==> src/rtl/and_unit_arbiter_if.sv <==
// Request/response bundle for the shared AND arbiter.
// master = requester side, slave = arbiter side.
`timescale 1ns/1ps
interface and_unit_arbiter_if #(
  parameter int WIDTH = 4,
  parameter int NREQ  = 2
);
  logic [NREQ-1:0]       req_valid;
  logic [NREQ-1:0]       req_ready;
  logic [NREQ*WIDTH-1:0] req_a;
  logic [NREQ*WIDTH-1:0] req_b;
  logic                  rsp_valid;
  logic                  rsp_ready;
  logic [WIDTH-1:0]      rsp_data;
  logic [1:0]            rsp_id;

  modport master (
    output req_valid,
    output req_a,
    output req_b,
    output rsp_ready,
    input  req_ready,
    input  rsp_valid,
    input  rsp_data,
    input  rsp_id
  );

  modport slave (
    input  req_valid,
    input  req_a,
    input  req_b,
    input  rsp_ready,
    output req_ready,
    output rsp_valid,
    output rsp_data,
    output rsp_id
  );
endinterface

==> src/rtl/and_unit_arbiter.sv <==
// Round-robin arbiter sharing one AND datapath among NREQ requesters.
// Define AND_UNIT_ARB_STATS_EN for per-requester saturating grant counters.
`timescale 1ns/1ps
module and_unit_arbiter #(
  parameter int WIDTH = 4,
  parameter int NREQ  = 2
) (
  input  logic                 clk,
  input  logic                 rst,
  and_unit_arbiter_if.slave    bus
`ifdef AND_UNIT_ARB_STATS_EN
  ,
  output logic [NREQ*8-1:0]    grant_cnt
`endif
);

  generate
    if (NREQ < 2 || NREQ > 4 || WIDTH < 1 || WIDTH > 32) begin : g_cfg_err
      $error("and_unit_arbiter: unsupported NREQ/WIDTH");
    end
  endgenerate

  typedef enum logic [0:0] {
    IDLE = 1'b0,
    BUSY = 1'b1
  } state_t;

  state_t           r_state;
  logic [1:0]       r_last;
  logic             r_rsp_valid;
  logic [WIDTH-1:0] r_rsp_data;
  logic [1:0]       r_rsp_id;

  logic [1:0]       w_win;
  logic             w_any;
  logic             w_accept;
  logic [NREQ-1:0]  w_ready;
  logic [WIDTH-1:0] w_op_a;
  logic [WIDTH-1:0] w_op_b;
  logic [WIDTH-1:0] w_and;

  // Nearest valid requester after r_last wins; farther offsets are
  // scanned first so closer ones overwrite them.
  always_comb begin
    w_win = '0;
    w_any = 1'b0;
    for (int k = NREQ; k >= 1; k--) begin
      for (int i = 0; i < NREQ; i++) begin
        if (bus.req_valid[i] &&
            r_last == 2'((i - k + NREQ) % NREQ)) begin
          w_win = 2'(i);
          w_any = 1'b1;
        end
      end
    end
  end

  always_comb begin
    w_ready = '0;
    w_op_a  = '0;
    w_op_b  = '0;
    for (int i = 0; i < NREQ; i++) begin
      if (w_win == 2'(i)) begin
        w_ready[i] = (r_state == IDLE) && w_any;
        w_op_a     = bus.req_a[i*WIDTH +: WIDTH];
        w_op_b     = bus.req_b[i*WIDTH +: WIDTH];
      end
    end
  end

  // The single shared AND unit.
  always_comb begin : u_and_core
    w_and = w_op_a & w_op_b;
  end

  assign w_accept = (r_state == IDLE) && w_any;

  always_ff @(posedge clk or posedge rst) begin
    if (rst) begin
      r_state     <= IDLE;
      r_last      <= 2'(NREQ - 1);
      r_rsp_valid <= 1'b0;
      r_rsp_data  <= '0;
      r_rsp_id    <= '0;
    end else begin
      unique case (r_state)
        IDLE: begin
          if (w_any) begin
            r_rsp_data  <= w_and;
            r_rsp_id    <= w_win;
            r_last      <= w_win;
            r_rsp_valid <= 1'b1;
            r_state     <= BUSY;
          end
        end
        BUSY: begin
          if (bus.rsp_ready) begin
            r_rsp_valid <= 1'b0;
            r_state     <= IDLE;
          end
        end
        default: begin
          r_state     <= IDLE;
          r_rsp_valid <= 1'b0;
        end
      endcase
    end
  end

  assign bus.req_ready = w_ready;
  assign bus.rsp_valid = r_rsp_valid;
  assign bus.rsp_data  = r_rsp_data;
  assign bus.rsp_id    = r_rsp_id;

`ifdef AND_UNIT_ARB_STATS_EN
  logic [7:0] r_cnt [NREQ];

  always_ff @(posedge clk or posedge rst) begin
    if (rst) begin
      for (int i = 0; i < NREQ; i++) begin
        r_cnt[i] <= '0;
      end
    end else begin
      for (int i = 0; i < NREQ; i++) begin
        if (w_accept && w_win == 2'(i) &&
            r_cnt[i] != 8'hFF) begin
          r_cnt[i] <= r_cnt[i] + 8'd1;
        end
      end
    end
  end

  always_comb begin
    grant_cnt = '0;
    for (int i = 0; i < NREQ; i++) begin
      grant_cnt[i*8 +: 8] = r_cnt[i];
    end
  end
`else
  logic w_unused;
  assign w_unused = w_accept;
`endif

endmodule

==> src/flat_wrapper.sv <==
// flat-port wrapper written by rule: the top's interface ports become plain ports
module and_unit_arbiter_flat 
#(
  parameter int WIDTH = 4,
  parameter int NREQ  = 2
)
  (clk, rst, bus_req_valid, bus_req_a, bus_req_b, bus_rsp_ready, bus_req_ready, bus_rsp_valid, bus_rsp_data, bus_rsp_id);
  and_unit_arbiter_if #(.WIDTH(WIDTH), .NREQ(NREQ)) bus_i ();
  input  logic clk;
  input  logic rst;
  input wire logic [$bits(bus_i.req_valid)-1:0] bus_req_valid;
  input wire logic [$bits(bus_i.req_a)-1:0] bus_req_a;
  input wire logic [$bits(bus_i.req_b)-1:0] bus_req_b;
  input wire logic [$bits(bus_i.rsp_ready)-1:0] bus_rsp_ready;
  output wire logic [$bits(bus_i.req_ready)-1:0] bus_req_ready;
  output wire logic [$bits(bus_i.rsp_valid)-1:0] bus_rsp_valid;
  output wire logic [$bits(bus_i.rsp_data)-1:0] bus_rsp_data;
  output wire logic [$bits(bus_i.rsp_id)-1:0] bus_rsp_id;
  assign bus_i.req_valid = bus_req_valid;
  assign bus_i.req_a = bus_req_a;
  assign bus_i.req_b = bus_req_b;
  assign bus_i.rsp_ready = bus_rsp_ready;
  assign bus_req_ready = bus_i.req_ready;
  assign bus_rsp_valid = bus_i.rsp_valid;
  assign bus_rsp_data = bus_i.rsp_data;
  assign bus_rsp_id = bus_i.rsp_id;
  and_unit_arbiter #(.WIDTH(WIDTH), .NREQ(NREQ)) u_core (.clk(clk), .rst(rst), .bus(bus_i));
endmodule
==> config.mk <==
export PLATFORM = sky130hd
export DESIGN_NAME = and_unit_arbiter_flat
export DESIGN_NICKNAME = d
export VERILOG_FILES = /design/src/rtl/and_unit_arbiter_if.sv /design/src/rtl/and_unit_arbiter.sv /design/src/flat_wrapper.sv
export SDC_FILE = /design/constraint.sdc
export NUM_CORES = 1
export LEC_CHECK = 0
export ABC_AREA = 1
export CORE_AREA = 2 2 39 41
export CTS_CLUSTER_DIAMETER = 120
export DETAILED_ROUTE_END_ITERATION = 10
export DIE_AREA = 0 0 41 43
export MAX_ROUTING_LAYER = met4
export PLACE_DENSITY = 0.73
export REMOVE_ABC_BUFFERS = 1
export SLEW_MARGIN = 25
export SYNTH_ARGS = -nofsm -noshare
export SYNTH_HDL_FRONTEND = slang
export SYNTH_SLANG_ARGS = --single-unit
==> constraint.sdc <==
create_clock -name clk -period 1.5 [get_ports clk]
set_clock_uncertainty 0.2 [all_clocks]
set_input_delay 0.3 -clock clk [delete_from_list [all_inputs] [get_ports clk]]
set_output_delay 0.3 -clock clk [all_outputs]
set_load 0.1 [all_outputs]
## Word-level counts from Yosys, hierarchy flattened

Index checks and enable logic that the tools add are counted.

- Flip-flop bits (word level): 10
- Latch bits: 0
- Bits in writable memories: 0
- ROM bits: 0
- Input port bits: 21
- Output and inout port bits: 9
- Logic and storage cells: 39
- Memories kept: 0

- Add/subtract/negate cells: 0
- Multipliers: 0
- Div/mod/pow operators: 0
- $lt $le $gt $ge: 0
- Eq/ne operators: 4
- Shift operators: 0
- Muxes and demuxes: 19
- Bitwise operators: 2
- Reduce and logical (&&, ||, !) cells: 9

Operator list:

| operator | number |
|---|---|
| 4-bit two-way mux | 4 |
| 1-bit two-way mux | 13 |
| 1-bit logical AND | 5 |
| 4-bit bitwise AND | 1 |
| 2-bit zero test | 2 |
| 1-bit case mux with 2 select lines | 2 |
| 2-bit AND reduction | 2 |
| 2-bit by 1-bit == test with 1-bit output, second input constant | 1 |
| 2-bit by 1-bit != test with 1-bit output, second input constant | 1 |
| 2-bit != test, second input constant | 1 |
| 1-bit == test, second input constant | 1 |
| 1-bit NOT | 1 |

## Depth between registers and ports, before layout

Gate-level depths: netlist of the first run.

- Depth after elaboration: 9
- Depth in mapped cells: 5
- Gate-level depth less buffers: 5

## Worst setup path before layout of the first run

Ideal clock, no wire load.

- Path type: register to output
- Start: register u_core.r_state
- End: output port bus_req_ready[0]
- Arrival: 2127 ps
- Data required time: 1000 ps
- Slack: -1127 ps
- Stages on the path, launching flop included: 4
- Path buffers: 0
- Cell sequence: dfrtp_1 nor2_4 inv_2 a21oi_1

- Word-level cells in the longest chain between the ends: 3

RTL lines:

| what | RTL line | RTL |
|---|---|---|
| start, declared | and_unit_arbiter.sv:28 | `state_t r_state;` |
| start signal, assigned | and_unit_arbiter.sv:80 | `r_state <= IDLE;` |
| start signal, assigned | and_unit_arbiter.sv:93 | `r_state <= BUSY;` |
| start signal, assigned | and_unit_arbiter.sv:99 | `r_state <= IDLE;` |
| 1-bit NOT (no source line) | - |  |
| 1-bit logical AND | - |  |
| 1-bit two-way mux | and_unit_arbiter.sv:63 | `if (w_win == 2'(i)) begin` |
| end, declared | flat_wrapper.sv:15 | `output wire logic [$bits(bus_i.req_ready)-1:0] bus_req_ready;` |

Every way passes these cells.

## Final worst setup path of the first run

- Start: register u_core.r_last[0]
- End: output port bus_req_ready[0]

- Word-level cells in the longest chain between the ends: 8
- Elaborated cells between the ends (all ways): 16
- Those cells by class: eq/ne: 1; mux: 8; reduce/logical: 7

RTL lines:

| what | RTL line | RTL |
|---|---|---|
| start, declared | and_unit_arbiter.sv:29 | `logic [1:0] r_last;` |
| start signal, assigned | and_unit_arbiter.sv:81 | `r_last <= 2'(NREQ - 1);` |
| start signal, assigned | and_unit_arbiter.sv:91 | `r_last <= w_win;` |
| 2-bit zero test | and_unit_arbiter.sv:50 | `r_last == 2'((i - k + NREQ) % NREQ)) begin` |
| 1-bit logical AND | and_unit_arbiter.sv:49 | `if (bus.req_valid[i] &&` |
| 1-bit two-way mux (4 in series) | and_unit_arbiter.sv:49 |  |
| 1-bit logical AND | - |  |
| 1-bit two-way mux (*) | and_unit_arbiter.sv:63 |  |

Mark *: on every way between the ends. The rest lies on a longest branch, timed or not.

==> results of run 1 <==
-- state kept, by name, indices dropped and copies added, names as in the netlist --
register and count:
u_core.r_last 1, u_core.bus.rsp_data 4, u_core.bus.rsp_id 1, u_core.bus.rsp_valid 1, u_core.r_state 1
-- worst max path at each step --
| stage | slack, ns | startpoint | depth (start not counted) | end |
|---|---|---|---|---|
| floorplan | -1.13 | u_core.r_state | 3 | bus_req_ready[0] |
| finish | -0.20 | u_core.r_last[0] | 3 | bus_req_ready[0] |
| global route | -0.25 | u_core.r_last[0] | 3 | bus_req_ready[0] |
| detailed placement | -0.49 | bus_req_valid[1] | 6 | bus_req_ready[0] |
| CTS | -0.21 | u_core.r_last[0] | 3 | bus_req_ready[0] |
| global placement | -0.44 | bus_req_valid[1] | 6 | bus_req_ready[0] |
-- cell usage after synthesis --
library cell,instances,area (µm²)
a21oi_1,1,5.000
buf_4,1,7.510
conb_1,1,3.750
dfrtp_1,7,175.2
dfstp_2,1,26.28
inv_1,3,11.26
inv_2,1,3.750
nand2_1,27,101.4
nand3_1,8,40.04
nor2_1,2,7.510
nor2_4,1,11.26
o21a_1,1,7.510
o21ai_0,1,5.000
-- what timing repair did --
action,CTS,global route
hold endpoints to repair,0,0
gates resized for setup,8,0
setup buffers,3,0
setup endpoints to repair,2,2
hold buffers,0,0
pin swaps,2,0
-- placed cells by master, fill, tap and decap left out, types with 2 or more instances in the layout --
cell,n
dlygate4sd2_1,2
buf_4,9
inv_1,3
nand2_1,26
clkdlybuf4s50_1,18
buf_12,8
nand3_1,8
clkbuf_4,3
nor2_4,2
dfrtp_1,6
-- cells by family (layout without fill, tap and decap cells) --
| family | after synthesis | in the layout | share of synthesized area, % |
|---|---|---|---|
| other | 1 | 1 | 0.9250 |
| buffers and inverters | 5 | 45 | 5.555 |
| AND/OR/NAND/NOR | 38 | 38 | 39.51 |
| AO/OA/AOI/OAI | 3 | 3 | 4.319 |
| flip-flops | 8 | 8 | 49.69 |
-- layout make-up --
| class | instances | area (µm²) |
|---|---|---|
| Fill cell | 122 | 496.7 |
| Timing Repair Buffer | 37 | 425.4 |
| Sequential cell | 8 | 202.7 |
| Multi-Input combinational cell | 42 | 197.7 |
| Clock buffer | 4 | 26.28 |
| Tap cell | 16 | 20.02 |
| Inverter | 4 | 15.01 |
-- per-layer routing --
metal | track usage (%) | part of all wire, %
met1 | 17.73 | 37
met2 | 25.31 | 53
met3 | 4.712 | 9.6
met4 | 4.000 | 0
met5 | - | 0
-- through the flow --
step | setup slack [ns] | instance area, µm² | utilization, % | setup TNS [ns] | hold slack, ns
6_report | -0.2019 | 887.1 | 64.10 | -0.3816 | 0.07488
5_1_grt | -0.2464 | 887.1 | 64.10 | -0.4754 | 0.1191
4_1_cts | -0.2103 | 887.1 | 64.10 | -0.4006 | 0.07023
3_5_place_dp | -0.4899 | 823.3 | 59.49 | -2.048 | 0.2577
3_3_place_gp | -0.4431 | 823.3 | 59.49 | -1.710 | 0.2541
2_1_floorplan | -1.127 | 397.9 | - | -3.866 | -0.08506
-- power groups by stage --
stage	logic, mW	registers [mW]	clock network, mW
6_report	1.16	0.391	0.177
5_1_grt	1.21	0.399	0.197
4_1_cts	1.17	0.392	0.188
3_5_place_dp	1.12	0.394	0
3_3_place_gp	1.11	0.393	0
2_1_floorplan	0.218	0.812	0
==> impl_metrics.ini, run 1 <==
[drt]
antenna_left = 0
post-route-drc-count = 0
vias = 490
routed_wl_um = 1159
viasPerCell = 4.414
drtPass1Iterations = 4
drt_iter0_drc = 5
routedWlPerCell_um = 10.44

[clocking]
cts_buffers = 3
clkLatencyLatePin_ns = 0.26
htreeDepth = 1
numClockSinks = 8
cts_tree = yes
cts.root.buffer_cell = clkbuf_4
ctsLongestPathBuffers = 2
clkTransAtPathRegs_ns = 0.06

[floorplan]
initial_core_util_pct = 29.29
die_h_um = 43
num_rows = 14
fp.dieW_um = 41
die_area_mm2 = 0.001763
design.core.area_mm2 = 0.001384
io-pin-count = 30

[power_and_ir_drop]
vdd_ir_drop_max_mv = 1.153
p_seq_share_pct = 22.6
power.internal_mw = 0.8448
clock_power_share_pct = 10.3
comb_power_share_pct = 67.1
power_switching_mw = 0.8836
p_sw_share_pct = 51.12
p_per_area_mw_per_mm2 = 1948
leakage_nw = 0.4336
power.total_mw = 1.728

[status]
violations = setup timing
outcome = finished, violations left

[logic_synthesis]
ys_seq_area_share_pct = 49.69
synth_area_um2 = 405.4
avgSynthCellArea_um2 = 7.371
synth-seq-cells = 8
ys_warn_count = 0
syn_inst = 55
ys_types = 13

[sta]
layout_setup_ws_ns = -0.2019
maxSlewViolCount = 0
post-route-min-period_ns = 1.702
clock.fmax_mhz = 587.6
hold_viol_final = 0
setup_viol = 2
finalCritPeriodShare_pct = 113.5
rsz0062_at_grt = true

[critical_path]
cp_num_buf_inv = 1
cp_top_family = flip-flops
r2r_start = u_core.r_last[0]
crit_slowest_cell = dfstp_2
worst_ep_required_time_ns = 1.00
start_kind = register
criticalPathCategory = reg -> out
worstReg2RegEnd = u_core.bus.rsp_data[1]
reg2reg_depth = 6
reg2reg_slack_ns = 0.16
worstPathCellList = nand2_2 > a21oi_2 > buf_12
slowest_delay_ns = 0.53
end_kind = output pin
cp.arrival_ns = 1.20
critical_path_peak_fanout = 3

[finish]
area_growth_pct = 118.8
antennaDiodeCount = 0
nets = 117
drive_gt1_share_pct = 29.47
final_cells = 111

[global_routing]
grt_pass1_vias = 499
grt_max_degree = 9
grt-ovfl-total = 0
grt_util_all_layers_pct = 15.52
antenna_found_initial = 0
grt_first_pass_wirelength_um = 1842

[placement]
dp_hpwl_um = 944.1
port_buffers = 28
dp.cells = 104
gp_congestion = 0.6916

[run]
max_cap_viol_count = 0

[min_path]
hold_class = in -> async
No activity file was read; power rests on OpenSTA's default activity.
==> inputs of run 2 (changes only) <==
- CORE_AREA: 2 2 39 41 -> not set
- CORE_UTILIZATION: not set -> 30
- DIE_AREA: 0 0 41 43 -> not set
- PLACE_DENSITY: 0.73 -> 0.72
==> impl_metrics.ini, run 2 (synthesis gave the netlist of run 1 again) <==
[clocking]
clkTransAtPathRegs_ns = 0.05
clkLatencyLatePin_ns = 0.25
post_cts_buffers = 0
cts_hold_buf = 0
numClockSinks = 8
ctsLongestPathBuffers = 2
cts_buffers = 3
cts.root.buffer_cell = clkbuf_4
cts_tree = yes
htreeDepth = 1

[drt]
vias = 482
routed_wl_um = 1165
drt_iter0_drc = 4
post-route-drc-count = 0
routedWlPerCell_um = 10.99
antenna_left = 0
drtPass1Iterations = 3
viasPerCell = 4.547

[floorplan]
die_area_mm2 = 0.001502
fp.dieW_um = 38.76
io-pin-count = 30
initial_core_util_pct = 34.18
design.core.area_mm2 = 0.001186
die_h_um = 38.76
num_rows = 12

[global_routing]
grt_max_degree = 9
grt_util_all_layers_pct = 18.28
grt_first_pass_wirelength_um = 1725
grt-ovfl-total = 0
grt_pass1_vias = 472
antenna_found_initial = 0

[critical_path]
start_kind = register
r2r_start = u_core.r_last[0]
criticalPathCategory = reg -> out
cp.arrival_ns = 1.22
end_kind = output pin
worstReg2RegEnd = u_core.bus.rsp_data[0]
reg2reg_depth = 6
worst_ep_required_time_ns = 1.00
crit_path_start = u_core.r_last[0]
critical_path_peak_fanout = 3
reg2reg_slack_ns = 0.17
endpoint = bus_req_ready[0]

[min_path]
hold_class = in -> async

[sta]
post-route-min-period_ns = 1.721
hold_slack_ns = 0.09102
setup_viol = 2
clock.fmax_mhz = 581.2
layout_setup_ws_ns = -0.2207
finalCritPeriodShare_pct = 114.7
rsz0062_at_grt = true
maxSlewViolCount = 0
hold_viol_final = 0

[power_and_ir_drop]
power.total_mw = 1.725
leakage_nw = 0.4252
vdd_ir_drop_max_mv = 1.884
p_per_area_mw_per_mm2 = 1975

[placement]
dp_hpwl_um = 924
gp_congestion = 0.6855
port_buffers = 28
place_ws_ns = -0.5204

[status]
violations = setup timing
outcome = finished, violations left

[finish]
nets = 114
final_common_cell = nand2_1
final_cell_mix = 25 x nand2_1, 18 x clkdlybuf4s50_1, 8 x nand3_1, 8 x buf_12
area_growth_pct = 115.4
antennaDiodeCount = 0
drive_gt1_share_pct = 29.35
finish.utilization_pct = 73.63
largest_reg_flops = 4

[run]
max_cap_viol_count = 0
==> run 2: cell type report <==
cell class	count	area [µm²]
repair buffers	34	399.1
fillers	99	312.8
multi-input cells	42	212.7
flip-flops and latches	8	202.7
clock buffers	4	26.28
well taps	14	17.52
inverters	4	15.01
==> run 2: where the power goes <==
group          switching [mW]  leakage [nW]  internal (mW)  total [mW]
Combinational           0.722         0.315          0.424        1.15
Clock                  0.0732        0.0150          0.102       0.175
Sequential             0.0966        0.0953          0.307       0.404
==> run 2: worst min path at each step <==
stage | to | slack [ns] | depth (start not counted)
floorplan | u_core.bus.rsp_data[0] | -0.09 | 1
global placement | u_core.r_last[0] | 0.25 | 2
detailed placement | u_core.r_last[0] | 0.25 | 2
CTS | u_core.bus.rsp_valid | 0.1 | 2
global route | u_core.bus.rsp_id[0] | 0.13 | 2
finish | u_core.bus.rsp_valid | 0.09 | 2
==> run 2: repair_timing <==
action                                  4_1_cts  5_1_grt
pin swaps                                     2        0
gates resized for setup                      12        1
endpoints found under the setup margin        2        2
endpoints found under the hold margin         0        0
==> run 2: through the flow <==
step	setup TNS, ns	instance area, µm²	std cells
6_report	-0.4066	873.3	106
5_1_grt	-0.4838	873.3	106
4_1_cts	-0.3996	878.3	106
3_5_place_dp	-2.020	820.8	102
3_3_place_gp	-1.733	820.8	102
2_1_floorplan	-3.866	397.9	54
==> run 2: routing by layer <==
layer / GRT usage (%) / share of wire (%) / routed length [µm] / up-vias
met5: - / 0 / 0 / -
met4: 18.10 / 4.6 / 54 / 0
met3: 2.890 / 11 / 129 / 6
met2: 29.17 / 43 / 502 / 30
met1: 18.55 / 41 / 479 / 203
li1: - / - / - / 243
==> run 2: critical path, stage by stage, from the launching register on <==
cell and delay [ns]:
dfstp_2 0.55, nand2_4 0.07, a21oi_4 0.16, buf_12 0.19
